--- src/rtl/demux_deser_pkg.sv ---
// Shared types and defaults for the demux-based serial-to-parallel receiver.
// Optional feature macro: DEMUX_DESER_PARITY_EN (adds the trailing parity bit).
package demux_deser_pkg;

    // Default parallel word width.
    localparam int DEMUX_DESER_WIDTH = 16;

    // Receiver FSM states; PARITY is only reachable when the parity bit is enabled.
    typedef enum logic [1:0] {
        COLLECT = 2'd0,
        PARITY  = 2'd1,
        HOLD    = 2'd2
    } state_t;

    // Select/counter width for a given word width (never below one bit).
    function automatic int sel_width(input int width);
        return (width < 2) ? 1 : $clog2(width);
    endfunction

endpackage

--- src/rtl/demux_deser16_onehot_dec.sv ---
// SEL_W-to-WIDTH one-hot decoder with enable; produces the per-bit write strobes
// that steer the serial bit into its slot of the word register.
module onehot_dec
    import demux_deser_pkg::*;
#(
    parameter int SEL_W = 4,
    parameter int WIDTH = DEMUX_DESER_WIDTH
) (
    input  logic             en,
    input  logic [SEL_W-1:0] w,
    output logic [WIDTH-1:0] y
);

    // Exactly one output high (at index w) while enabled, all low otherwise.
    always_comb begin
        y = '0;
        for (int i = 0; i < WIDTH; i++) begin
            if (en && (w == SEL_W'(i))) begin
                y[i] = 1'b1;
            end
        end
    end

endmodule

--- src/rtl/demux_deser16.sv ---
// Serial-to-parallel receiver: a select counter walks a 1-to-WIDTH demux that
// writes each accepted serial bit (LSB first) into the word register; the
// finished word is offered on a valid/ready output.
// Optional feature macro: DEMUX_DESER_PARITY_EN -- an even-parity bit follows
// each word and a mismatch is flagged on parity_err.
module demux_deser16
    import demux_deser_pkg::*;
#(
    parameter  int WIDTH = DEMUX_DESER_WIDTH,
    localparam int SEL_W = $clog2(WIDTH)
) (
    input  logic             clk,
    input  logic             rst,
    input  logic             s_din,
    input  logic             s_valid,
    output logic             s_ready,
    output logic [WIDTH-1:0] dout,
    output logic             dout_valid,
    input  logic             dout_ready,
    output logic [SEL_W-1:0] sel,
    output logic             parity_err
);

    localparam logic [SEL_W-1:0] SEL_LAST = SEL_W'(WIDTH - 1);

    state_t           state;
    state_t           state_next;
    logic             live;       // low while in reset and for the cycle it is sampled
    logic             bit_acc;
    logic             wr_en;
    logic [WIDTH-1:0] bit_we;

    assign dout_valid = (state == HOLD);
    assign bit_acc    = s_valid && s_ready;

    // Write strobes only where a data bit lands: COLLECT, or HOLD while the old
    // word is consumed in the same cycle (that bit goes to position 0).
    assign wr_en = bit_acc && ((state == COLLECT) || ((state == HOLD) && dout_ready));

    onehot_dec #(
        .SEL_W (SEL_W),
        .WIDTH (WIDTH)
    ) u_dec (
        .en (wr_en),
        .w  (sel),
        .y  (bit_we)
    );

    // Next-state and s_ready decode; s_ready follows dout_ready only in HOLD.
    always_comb begin
        state_next = state;
        s_ready    = 1'b0;
        case (state)
            COLLECT: begin
                s_ready = live;
                if (s_valid && live && (sel == SEL_LAST)) begin
`ifdef DEMUX_DESER_PARITY_EN
                    state_next = PARITY;
`else
                    state_next = HOLD;
`endif
                end
            end
`ifdef DEMUX_DESER_PARITY_EN
            PARITY: begin
                s_ready = live;
                if (s_valid && live) begin
                    state_next = HOLD;
                end
            end
`endif
            HOLD: begin
                s_ready = live && dout_ready;
                if (dout_ready) begin
                    state_next = COLLECT;
                end
            end
            default: begin
                state_next = COLLECT;
            end
        endcase
    end

    // FSM state register and post-reset enable flag.
    always_ff @(posedge clk) begin
        if (rst) begin
            state <= COLLECT;
            live  <= 1'b0;
        end else begin
            state <= state_next;
            live  <= 1'b1;
        end
    end

    // Demux select: advances on each stored data bit, wraps after the last one.
    always_ff @(posedge clk) begin
        if (rst) begin
            sel <= '0;
        end else if (bit_acc) begin
            case (state)
                COLLECT: sel <= (sel == SEL_LAST) ? '0 : sel + SEL_W'(1);
                HOLD:    sel <= SEL_W'(1);
                default: sel <= sel;
            endcase
        end
    end

    // Word register: only the strobed bit is rewritten; no clear between words.
    always_ff @(posedge clk) begin
        if (rst) begin
            dout <= '0;
        end else begin
            for (int i = 0; i < WIDTH; i++) begin
                if (bit_we[i]) begin
                    dout[i] <= s_din;
                end
            end
        end
    end

`ifdef DEMUX_DESER_PARITY_EN
    logic parity_q;

    // Parity check captured with the parity bit, held until the next word completes.
    always_ff @(posedge clk) begin
        if (rst) begin
            parity_q <= 1'b0;
        end else if ((state == PARITY) && bit_acc) begin
            parity_q <= (^dout) ^ s_din;
        end
    end

    assign parity_err = parity_q;
`else
    assign parity_err = 1'b0;
`endif

endmodule

--- config.mk ---
export PLATFORM = sky130hd
export DESIGN_NAME = demux_deser16
export DESIGN_NICKNAME = d
export VERILOG_FILES = /design/src/rtl/demux_deser_pkg.sv /design/src/rtl/demux_deser16_onehot_dec.sv /design/src/rtl/demux_deser16.sv
export SDC_FILE = /design/constraint.sdc
export NUM_CORES = 1
export LEC_CHECK = 0
export ABC_CLOCK_PERIOD_IN_PS = 1470
export CORE_ASPECT_RATIO = 1.1
export CORE_MARGIN = 5
export CORE_UTILIZATION = 42
export CTS_CLUSTER_DIAMETER = 100
export DETAILED_ROUTE_END_ITERATION = 12
export MAX_ROUTING_LAYER = met4
export PLACE_DENSITY = 0.73
export SLEW_MARGIN = 10
export SYNTH_ARGS = -nofsm -noshare
export SYNTH_HDL_FRONTEND = slang
export SYNTH_SLANG_ARGS = --single-unit
--- constraint.sdc ---
create_clock -name clk -period 1.47 [get_ports clk]
set_clock_uncertainty 0.2 [all_clocks]
set_input_delay 0.147 -clock clk [delete_from_list [all_inputs] [get_ports clk]]
set_output_delay 0.147 -clock clk [all_outputs]
set_load 0.005 [all_outputs]
== Yosys cells after proc, flatten, opt, wreduce, memory -nomap -nowiden ==
Index checks and enable logic that the tools add are counted.
Storage, ports and cells
  word-level logic and storage cells: 89
  register bits after elaboration: 23
  output and inout bits: 23
  bits of input ports: 5
Operators by class
  reduce and logical (&&, ||, !) cells: 28
  $add $sub $neg: 1
  muxes and demuxes: 23
  equal/unequal tests: 18
Operators with widths (number)
  $eq A4 B4 Y1 const B: 8
  $logic_and A1 B1 Y1: 22
  $mux W1: 17
  $eq A4 B3 Y1 const B: 4
  $eq A4 B2 Y1 const B: 2
  $pmux W4 S2: 1
  $add A4 B1 Y4 const B: 1
  $eq A4 B1 Y1 const B: 1
  $logic_not A4 Y1: 1
  $mux W2: 2
  $mux W4: 1
  $ne A2 B1 Y1 const B: 2
  $pmux W2 S2: 1
  $reduce_and A2 Y1: 2
  $eq A2 B2 Y1 const B: 1
  $logic_not A2 Y1: 1
  $pmux W1 S2: 1
  $reduce_bool A2 Y1: 1
  $logic_or A1 B1 Y1: 1

== Longest topological paths before layout ==
Gate-level depths: netlist of run 1.
  depth after elaboration: 6
  gate-level depth with buffers: 5
  depth with buffers taken out: 4

== Cells and area by module ==
Synthesis of run 1 repeated with hierarchy kept, for this count alone.
Second synthesis, totals
  cell total of the unflattened synthesis: 114
  area total of the unflattened synthesis: 1001.0 um2
By module, submodules not included
  demux_deser16: cells an instance 91, area each 883.3 um2, times used 1, seq. area each 440.4 um2
  onehot_dec: cells an instance 23, area each 117.6 um2, times used 1, seq. area each 0.0 um2

== Worst setup path after synthesis of run 1 ==
No wires, ideal clock.
  path kind: reg2reg
  start point: register sel[0]
  end point: register sel[2]
  stages on the path, launching flop included: 5
  data required time: 1200 ps
  clock period less this slack: 1600 ps
  data arrival time: 1330 ps
  buffers on the path: 0
  setup time: 70 ps
  slack: -130 ps
  cell sequence: dfxtp_1 > ha_1 > inv_2 > or4_1 > a21oi_1
On the way
  word-level cells in the longest chain between the ends: 3
  elaborated cells between the ends (all ways): 4
  classes of those cells: add/sub (1); eq/ne (1); mux (2)
Ends and longest elaborated chain
  start, declared: RTL line demux_deser16.sv:20  | output logic [SEL_W-1:0] sel,
  start signal, assigned: RTL line demux_deser16.sv:101  | COLLECT: sel <= (sel == SEL_LAST) ? '0 : sel + SEL_W'(1);
  start signal, assigned: RTL line demux_deser16.sv:103  | default: sel <= sel;
  $add A4 B1 Y4 or $eq A4 B4 Y1 (tied branches): RTL line demux_deser16.sv:101
  $mux W4 (*): RTL line demux_deser16.sv:101
  $pmux W4 S2 (*): RTL line demux_deser16.sv:100  | case (state)
Mark *: on every way between the ends. The rest lies on a longest branch, timed or not.
A chain may end at the register's enable or synchronous reset.

== Worst setup path after layout of run 1 ==
  start point: register sel[1]
  end point: register sel[2]
The elaborated chain is that of the path after synthesis.

==> flow_metrics.tcl, run 1 <==
set metrics [dict create \
    status "finished with violations" \
    failed_checks "negative setup slack" \
    synth_ff_type "dfxtp_1" \
    ir_worst_vdd_v 0.000455 \
    synth_seq_cells 22 \
    post_drt_wl_per_cell_um 14.1 \
    yosysWarnings 0 \
    synth.most_common_cell "dfxtp_1" \
    initial_core_util 0.431 \
    grt_pass1_vias 1027 \
    grt_max_degree 19 \
    max_freq_mhz 664 \
    clockRootBuffer "clkbuf_4" \
    cts_tree "yes" \
    crit_path_max_fanout 4 \
    drive_above_1_share 0.352 \
    p_per_area_nw_per_um2 660 \
    async_reset_ff_frac 0 \
    start_kind "register" \
    fp.coreArea_um2 2470 \
    crit_arrival_ns 1.55 \
    synth_fa_ha_area_frac 0.0470 \
    clk_pin_slew_ns 0.13 \
    vias 1012 \
    leakagePower_nw 0.785 \
    synth_simple_gate_area_frac 0.264 \
    end_kind "register" \
    synth-edff-count 0 \
    placed_area_um2 1460 \
    finalCriticalPeriod_ns 1.51 \
    drt_iter0_drc 27 \
    cap_violations 0 \
    gp_congestion 0.814 \
    synthCells 117 \
    rows 19 \
    rsz0062_at_grt "yes" \
    postSynthNetCount 126 \
    synth_top_area_cell "dfxtp_1" \
    setup_viol 1 \
    synth-compound-area-share 0.0564 \
    syn2layout_area_growth_pct 50.2 \
    clock_sinks 22 \
    ios 28 \
    drt-total-wl_mm 2.72 \
    slew_violations 0 \
    cts_buffers 3 \
    ant_nets 0 \
    fin_area_um2 1600 \
    required_ns 1.52 \
    postSynthAreaPerCell_um2 9.10 \
    cts_hold_buf 0 \
    finalPower_w 0.00106 \
    dp_hpwl_mm 1.87 \
    fin_cells 193 \
    drt-pass1-iter-count 4 \
    synth.area.mux_share 0.150 \
    synth_top_area_frac 0.414 \
    dieArea_um2 3640 \
    final_hold_viol_count 0 \
    rrSetupSlack_ns -0.04 \
    hold_class "register to register" \
    r2r_start "sel[1]" \
    fin_nets 172 \
    syn_area_um2 1060 \
    synth.distinct_cells 29 \
    worst-setup-path-type "register to register" \
    cts-htree-levels 1 \
    clk_path_buf_depth 2 \
    synth_xor_area_frac 0 \
    insertion_delay_ns 0.30 \
    fin_ws_ns -0.0354 \
    overflow 0 \
    synth_top_family_by_area "simple AND/OR/NAND/NOR gates" \
    worstSetupStartpoint "sel[1]" \
    r2r_end "sel[2]" \
    grt_pass1_wl_mm 4.40 \
    io_buffers 26 \
    ys_seq_area_frac 0.414 \
    hold_depth 2 \
    min_period_over_period 1.02 \
    antenna_found_initial 0 \
    rr_worst_depth 5 \
    yosys-top-cells-count "22 x dfxtp_1, 20 x nand2_1, 16 x mux2i_1, 16 x nand4_1" \
    fillers 223 \
    crit_end "sel[2]" \
    via_per_inst 5.24 \
    antennaDiodeCount 0 \
    grt_usage 0.153 \
    die_x_um 58.0 \
    synth_area_leaders "dfxtp_1 41%, mux2i_1 15%, nand4_1 9.4%" \
    numPlacedInstances 181 \
    drcViolationCount 0 \
    die_y_um 62.8 \
]
## flip-flops by register name, summed over array words and instances (netlist names)
register and cells:
dout 16, live 1, state 1, sel 4
## critical path: stages (launching register included)
cell and delay (ns):
dfxtp_2 0.36, buf_6 0.09, ha_4 0.14, inv_2 0.04, or4_4 0.50, a21oi_2 0.11
## report_power, final
part           switching (W)  internal (W)
combinational      0.0000583     0.0000578
clock               0.000188      0.000151
sequential        0.00000494      0.000596
total               0.000251      0.000805
## layout by cell type, fill, tap and decap left out, drive strengths merged, types with 2 or more instances in the layout
| cell | count |
|---|---|
| clkdlybuf4s50 | 4 |
| nand3 | 3 |
| nor2b | 3 |
| o31ai | 2 |
| mux2i | 16 |
| buf | 22 |
| a21oi | 3 |
| dfxtp | 22 |
| inv | 4 |
| ha | 4 |
| and2 | 3 |
| clkbuf | 4 |
| dlygate4sd2 | 21 |
| o21ai | 3 |
| nand2 | 20 |
| nand4 | 16 |
## cell families after synthesis
family	Yosys count
AOI/OAI and AO/OA	10
adders and majority gates	4
buffers and inverters	12
DFF	22
muxes	16
other	1
and+or+nand+nor	52
## through the flow
stage | utilization | setup WS [ns] | hold WS (ns) | setup TNS [ns]
global placement | 0.590 | -0.220 | 0.249 | -1.82
floorplan | - | 0.0127 | 0.00900 | 0
finish | 0.647 | -0.0354 | 0.262 | -0.0354
detailed placement | 0.590 | -0.268 | 0.251 | -2.59
global route | 0.647 | -0.0748 | 0.283 | -0.312
CTS | 0.632 | -0.0473 | 0.265 | -0.108
## metal layers
| metal | GRT usage | routed length [um] | up-vias |
|---|---|---|---|
| met3 | 0.0186 | 130 | 2 |
| met1 | 0.176 | 1100 | 469 |
| met5 | - | 0 | - |
| li1 | - | - | 506 |
| met4 | 0.0435 | 17 | 0 |
| met2 | 0.273 | 1480 | 35 |
## what timing repair did
action / in CTS / in global routing
resized for setup: 48 / 8
endpoints found under the hold margin: 0 / 0
setup endpoints to repair: 23 / 8
setup buffers: 6 / 2
pin swaps: 2 / 1
## how the worst min path moves through the flow
stage	from	end	slack [ns]
detailed placement	dout[15]	dout[15]	0.25
global placement	dout[5]	dout[5]	0.25
global route	dout[10]	dout[10]	0.28
finish	dout[15]	dout[15]	0.26
CTS	dout[15]	dout[15]	0.26
floorplan	rst	sel[0]	0.009
## cell type report
| cell class | count | area, um^2 | share of cell area |
|---|---|---|---|
| clock buffers | 4 | 36.3 | 0.0227 |
| well taps | 31 | 38.8 | 0.0243 |
| inverters | 5 | 18.8 | 0.0117 |
| flip-flops and latches | 22 | 477 | 0.298 |
| multi-input cells | 83 | 597 | 0.373 |
| repair buffers | 48 | 432 | 0.270 |
Note: power is estimated with default switching activity, not from simulation.
==> inputs of run 2 (changes only) <==
--- a/config.mk
+++ b/config.mk
@@ -8,11 +8,10 @@
 export ABC_CLOCK_PERIOD_IN_PS = 1470
 export CORE_ASPECT_RATIO = 1.1
 export CORE_MARGIN = 5
-export CORE_UTILIZATION = 42
+export CORE_UTILIZATION = 25
 export CTS_CLUSTER_DIAMETER = 100
 export DETAILED_ROUTE_END_ITERATION = 12
 export MAX_ROUTING_LAYER = met4
-export PLACE_DENSITY = 0.73
 export SLEW_MARGIN = 10
 export SYNTH_ARGS = -nofsm -noshare
 export SYNTH_HDL_FRONTEND = slang
==> run 2 against run 1 <==
The flow now finishes without violations. Utilization fell by 26 points. First-iteration DRC count rose by 120%. Non-clock buffer count fell by 5. Via count rose by 0.59%. Largest power group unchanged.
==> flow_metrics.tcl, run 2 (synthesized netlist as in run 1, its figures left out) <==
set metrics [dict create \
    fin_area_um2 1630 \
    cts_hold_buf 0 \
    gp_congestion 0.791 \
    drive_above_1_share 0.261 \
    crit_slowest_cell "clkdlybuf4s50_1" \
    p_sw_w 0.000256 \
    rr_worst_depth 3 \
    layout_common_cells "20 x nand2_1, 16 x nand4_1, 16 x mux2i_1, 14 x buf_4, 10 x dfxtp_1" \
    finalCriticalPeriod_ns 1.44 \
    clockRootBuffer "clkbuf_8" \
    die_y_um 78.4 \
    ir_worst_vdd_v 0.000286 \
    p_int_w 0.000892 \
    cts_buffers 3 \
    final_hold_viol_count 0 \
    rows 25 \
    p_comb_frac 0.102 \
    io_buffers 26 \
    r2r_start "sel[2]" \
    leakagePower_nw 0.842 \
    cp_num_buf_inv 1 \
    place_ws_ns -0.216 \
    grt_max_degree 19 \
    clock_sinks 22 \
    grt_pass1_vias 1036 \
    required_ns 1.12 \
    crit_path_max_fanout 2 \
    drt-pass1-iter-count 4 \
    fp.coreArea_um2 4220 \
    clk_path_buf_depth 2 \
    largest_register_ffs 16 \
    start_kind "register" \
    hold_class "input pin to register" \
    clk_pin_slew_ns 0.08 \
    post_drt_wl_per_cell_um 13.8 \
    drt-total-wl_mm 2.91 \
    vias 1018 \
    reg_top3 "dout: 16 flops, sel: 4 flops" \
    cap_violations 0 \
    overflow 0 \
    hold_depth 4 \
    antenna_found_initial 0 \
    dp_hpwl_mm 2.07 \
    hold_path_end "state[1]" \
    rsz0062_at_grt "yes" \
    syn2layout_area_growth_pct 53.2 \
    fin_ws_ns 0.0285 \
    critical_path.top_delay_family "buffers and inverters" \
    grt_pass1_wl_mm 4.68 \
    drcViolationCount 0 \
    final_common_cell "nand2_1" \
    insertion_delay_ns 0.26 \
    clock_power_share 0.375 \
    crit_arrival_ns 1.09 \
    seqPwrFrac 0.523 \
    ios 28 \
    end_kind "primary output" \
    via_per_inst 4.82 \
    min_period_over_period 0.981 \
    drt_iter0_drc 60 \
    max_freq_mhz 694 \
    switching_share 0.223 \
    rrSetupSlack_ns 0.04 \
    cts-htree-levels 1 \
    worst-setup-path-type "register to primary output" \
    ant_nets 0 \
    regMostFlops "dout" \
    slew_violations 0 \
    initial_core_util 0.252 \
    p_per_area_nw_per_um2 704 \
    hp-start "dout_ready" \
    path_cells "clkdlybuf4s50_1" \
    fin_nets 167 \
    dieArea_um2 5670 \
    slowest_delay_ns 0.50 \
    die_x_um 72.2 \
    antennaDiodeCount 0 \
    placed_area_um2 1490 \
    r2r_end "sel[2]" \
    setup_viol 0 \
    status "finished clean" \
    cts_tree "yes" \
    grt_usage 0.105 \
]
run 2: changes by cell type in the layout (fill, tap and decap cells not counted), sizes merged:
cell           delta
dlygate4sd2      -12
dlymetal6s2s      +8
clkdlybuf4s50     +4
buf               -5
run 2: area by class of cell:
class / instances / area, um^2
fillers: 453 / 2590
clock buffers: 4 / 55.1
multi-input cells: 83 / 597
inverters: 5 / 18.8
repair buffers: 43 / 425
well taps: 54 / 67.6
flip-flops and latches: 22 / 468
run 2: timing repair:
action,4_1_cts,5_1_grt
endpoints found under the setup margin,13,22
resized for setup,23,19
buffers inserted,4,0
pin swaps,2,1
run 2: how the worst max path moves through the flow:
stage	from	end	slack, ns	cells past startpoint
2_1_floorplan	sel[0]	sel[2]	0.01	4
3_3_place_gp	dout_ready	s_ready	-0.22	4
3_5_place_dp	dout_ready	s_ready	-0.22	4
4_1_cts	sel[0]	dout[4]	-0.001	5
5_1_grt	sel[0]	dout[4]	-0.04	5
6_report	dout[4]	dout[4]	0.03	1
run 2: per-layer routing:
layer | vias to the layer above | wire [um] | global-route usage
li1 | 497 | - | -
met1 | 489 | 1240 | 0.120
met2 | 28 | 1470 | 0.188
met3 | 4 | 160 | 0.0166
met4 | 0 | 31 | 0.0282
met5 | - | 0 | -
run 2: worst reg2reg max path: stages, from the launching register on:
cell and delay (ns):
dfxtp_4 0.36, buf_4 0.15, or4_1 0.52, a21oi_1 0.13
run 2: per-stage QoR:
step                      total power (W)  hold WS, ns  utilization   TNS, ns  cells
final                             0.00115        0.246        0.386         0    211
after detailed placement         0.000735        0.259        0.352     -2.23    204
after CTS                         0.00116        0.272        0.376  -0.00107    211
after global routing              0.00120        0.280        0.386   -0.0500    211
after floorplan                  0.000672      0.00900            -         0    117
after global placement           0.000732        0.254        0.352     -1.89    204
run 2: power groups by stage:
stage	Clock, W	Combinational, W	Sequential (W)
3_5_place_dp	0	0.000112	0.000622
5_1_grt	0.000473	0.000127	0.000601
6_report	0.000431	0.000117	0.000601
4_1_cts	0.000446	0.000114	0.000602
3_3_place_gp	0	0.000109	0.000622
2_1_floorplan	0	0.0000484	0.000623
==> inputs of run 3 (changes only) <==
--- a/config.mk
+++ b/config.mk
@@ -11,6 +11,7 @@
 export CORE_UTILIZATION = 25
 export CTS_CLUSTER_DIAMETER = 100
 export DETAILED_ROUTE_END_ITERATION = 12
+export GPL_TIMING_DRIVEN = 0
 export MAX_ROUTING_LAYER = met4
 export SLEW_MARGIN = 10
 export SYNTH_ARGS = -nofsm -noshare
==> run 3 against run 2 <==
The run now ends with negative setup slack left. Setup slack lost 0.066 ns. Maximum frequency shrank 4.4%. Count of clock-buffer cells in the layout shrank 1. Via count grew 1.6%. Global-route usage grew 0.68 points. Critical path depth grew 3. Critical path type is now register to register. Critical endpoint is now sel[2]. Largest power group unchanged.
==> flow_metrics.tcl, run 3 (synthesized netlist as in run 1, its figures left out) <==
set metrics [dict create \
    seqPwrFrac 0.466 \
    crit_arrival_ns 1.51 \
    grt_pass1_wl_mm 4.93 \
    required_ns 1.47 \
    worstSetupStartpoint "state[1]" \
    gp_congestion 0.811 \
    min_period_over_period 1.03 \
    start_kind "register" \
    r2r_end "sel[2]" \
    cts_hold_buf 0 \
    post_drt_wl_per_cell_um 14.8 \
    drcViolationCount 0 \
    hold_class "register to register" \
    grt_pass1_vias 1076 \
    drt_iter0_drc 85 \
    initial_core_util 0.252 \
    crit_path_max_fanout 6 \
    clock_power_share 0.442 \
    fin_ws_ns -0.0373 \
    rsz0062_at_grt "yes" \
    ios 28 \
    dieArea_um2 5670 \
    final_hold_viol_count 0 \
    ant_nets 0 \
    cap_violations 0 \
    rows 25 \
    path_cells "buf_6 > nor2b_4 > or4_4 > a21oi_2" \
    fin_cells 210 \
    crit_slowest_cell "or4_4" \
    reg_top3 "dout: 16 flops, sel: 4 flops" \
    final_common_cell "nand2_1" \
    syn2layout_area_growth_pct 60.6 \
    finalCriticalPeriod_ns 1.51 \
    cts-htree-levels 1 \
    worst-setup-path-type "register to register" \
    r2r_start "state[1]" \
    fp.coreArea_um2 4220 \
    antennaDiodeCount 0 \
    rrSetupSlack_ns -0.04 \
    max_freq_mhz 663 \
    grt_usage 0.112 \
    fin_nets 166 \
    hp-start "dout[14]" \
    clk_pin_slew_ns 0.08 \
    insertion_delay_ns 0.27 \
    whs_ns 0.263 \
    hold_depth 2 \
    drive_above_1_share 0.333 \
    p_sw_w 0.000278 \
    grt_max_degree 14 \
    die_y_um 78.4 \
    end_kind "register" \
    io_buffers 26 \
    drt-pass1-iter-count 4 \
    p_int_w 0.00101 \
    vias 1034 \
    setup_viol 1 \
    failed_checks "negative setup slack" \
    slowest_delay_ns 0.49 \
    cts_buffers 3 \
    regMostFlops "dout" \
    numPlacedInstances 197 \
    ir_worst_vdd_v 0.000337 \
    switching_share 0.215 \
    p_per_area_nw_per_um2 755 \
    hold_path_end "dout[14]" \
    p_comb_frac 0.092 \
    rr_worst_depth 4 \
    clk_path_buf_depth 2 \
    cts_tree "yes" \
    overflow 0 \
    antenna_found_initial 0 \
    leakagePower_nw 0.931 \
    cp_num_buf_inv 1 \
    slew_violations 0 \
    drt-total-wl_mm 3.11 \
    die_x_um 72.2 \
    clock_sinks 22 \
    largest_register_ffs 16 \
    status "finished with violations" \
    via_per_inst 4.92 \
    clockRootBuffer "clkbuf_8" \
    critical_path.top_delay_family "simple AND/OR/NAND/NOR gates" \
    layout_common_cells "19 x nand2_1, 16 x nand4_1, 16 x mux2i_1, 12 x dlymetal6s2s_1, 11 x dfxtp_1" \
    dp_hpwl_mm 1.95 \
]
==> run 3: cell count changes in the layout (fill, tap and decap cells not counted), sizes merged <==
| cell | previous run | this run |
|---|---|---|
| clkdlybuf4s50 | 8 | 4 |
| dlymetal6s2s | 8 | 12 |
| buf | 17 | 15 |
| bufinv | 0 | 1 |
| clkbuf | 4 | 5 |
| clkdlybuf4s15 | 1 | 0 |
| clkinv | 1 | 0 |
| inv | 4 | 5 |
==> run 3: power groups by stage <==
| stage | sequential (W) | combinational [W] | clock, W |
|---|---|---|---|
| finish | 0.000602 | 0.000118 | 0.000571 |
| global route | 0.000603 | 0.000128 | 0.000607 |
| CTS | 0.000601 | 0.0000958 | 0.000574 |
| detailed placement | 0.000625 | 0.0000882 | 0 |
| global placement | 0.000625 | 0.0000863 | 0 |
| floorplan | 0.000623 | 0.0000484 | 0 |
==> run 3: per-stage QoR <==
stage	power [W]	utilization	TNS, ns	worst slack [ns]	cell area (um^2)
2_1_floorplan	0.000672	-	0	0.0127	1080
3_3_place_gp	0.000711	0.333	-6.26	-0.657	1410
3_5_place_dp	0.000713	0.333	-7.26	-0.660	1410
4_1_cts	0.00127	0.372	-0.0938	-0.0478	1570
5_1_grt	0.00134	0.405	-0.126	-0.0532	1710
6_report	0.00129	0.405	-0.0373	-0.0373	1710
==> run 3: routing by layer <==
metal  GRT usage  wire, um  vias to the layer above  part of all wire
met5           -         0                        -                 0
met4      0.0639       128                        0             0.041
met3      0.0115       199                       13             0.064
met2       0.172      1510                       53              0.48
met1       0.141      1280                      472              0.41
li1            -         -                      496                 -
==> run 3: cell type report <==
class | instances | area, um^2
Buffer | 6 | 57.6
Sequential cell | 22 | 467
Timing Repair Buffer | 36 | 353
Clock buffer | 3 | 41.3
Fill cell | 435 | 2510
Clock inverter | 1 | 30.0
Inverter | 5 | 21.3
Tap cell | 54 | 67.6
Multi-Input combinational cell | 83 | 673
==> run 3: what timing repair did <==
action,in CTS,in global routing
setup buffers,7,3
gates cloned,0,0
resized for setup,30,42
hold endpoints to repair,0,0
endpoints found under the setup margin,25,29
pin swaps,3,4
==> run 3: worst max path at each step <==
stage | end | cells after the start | slack, ns
after detailed placement | s_ready | 6 | -0.66
final | sel[2] | 4 | -0.04
after CTS | s_ready | 5 | -0.05
after global placement | s_ready | 6 | -0.66
after global routing | sel[2] | 4 | -0.05
after floorplan | sel[2] | 4 | 0.01
==> run 3: tightest hold or removal path, cell delays in order (launching register included) <==
cell	delay, ns
dfxtp_1	0.31
nand2_1	0.05
mux2i_1	0.06
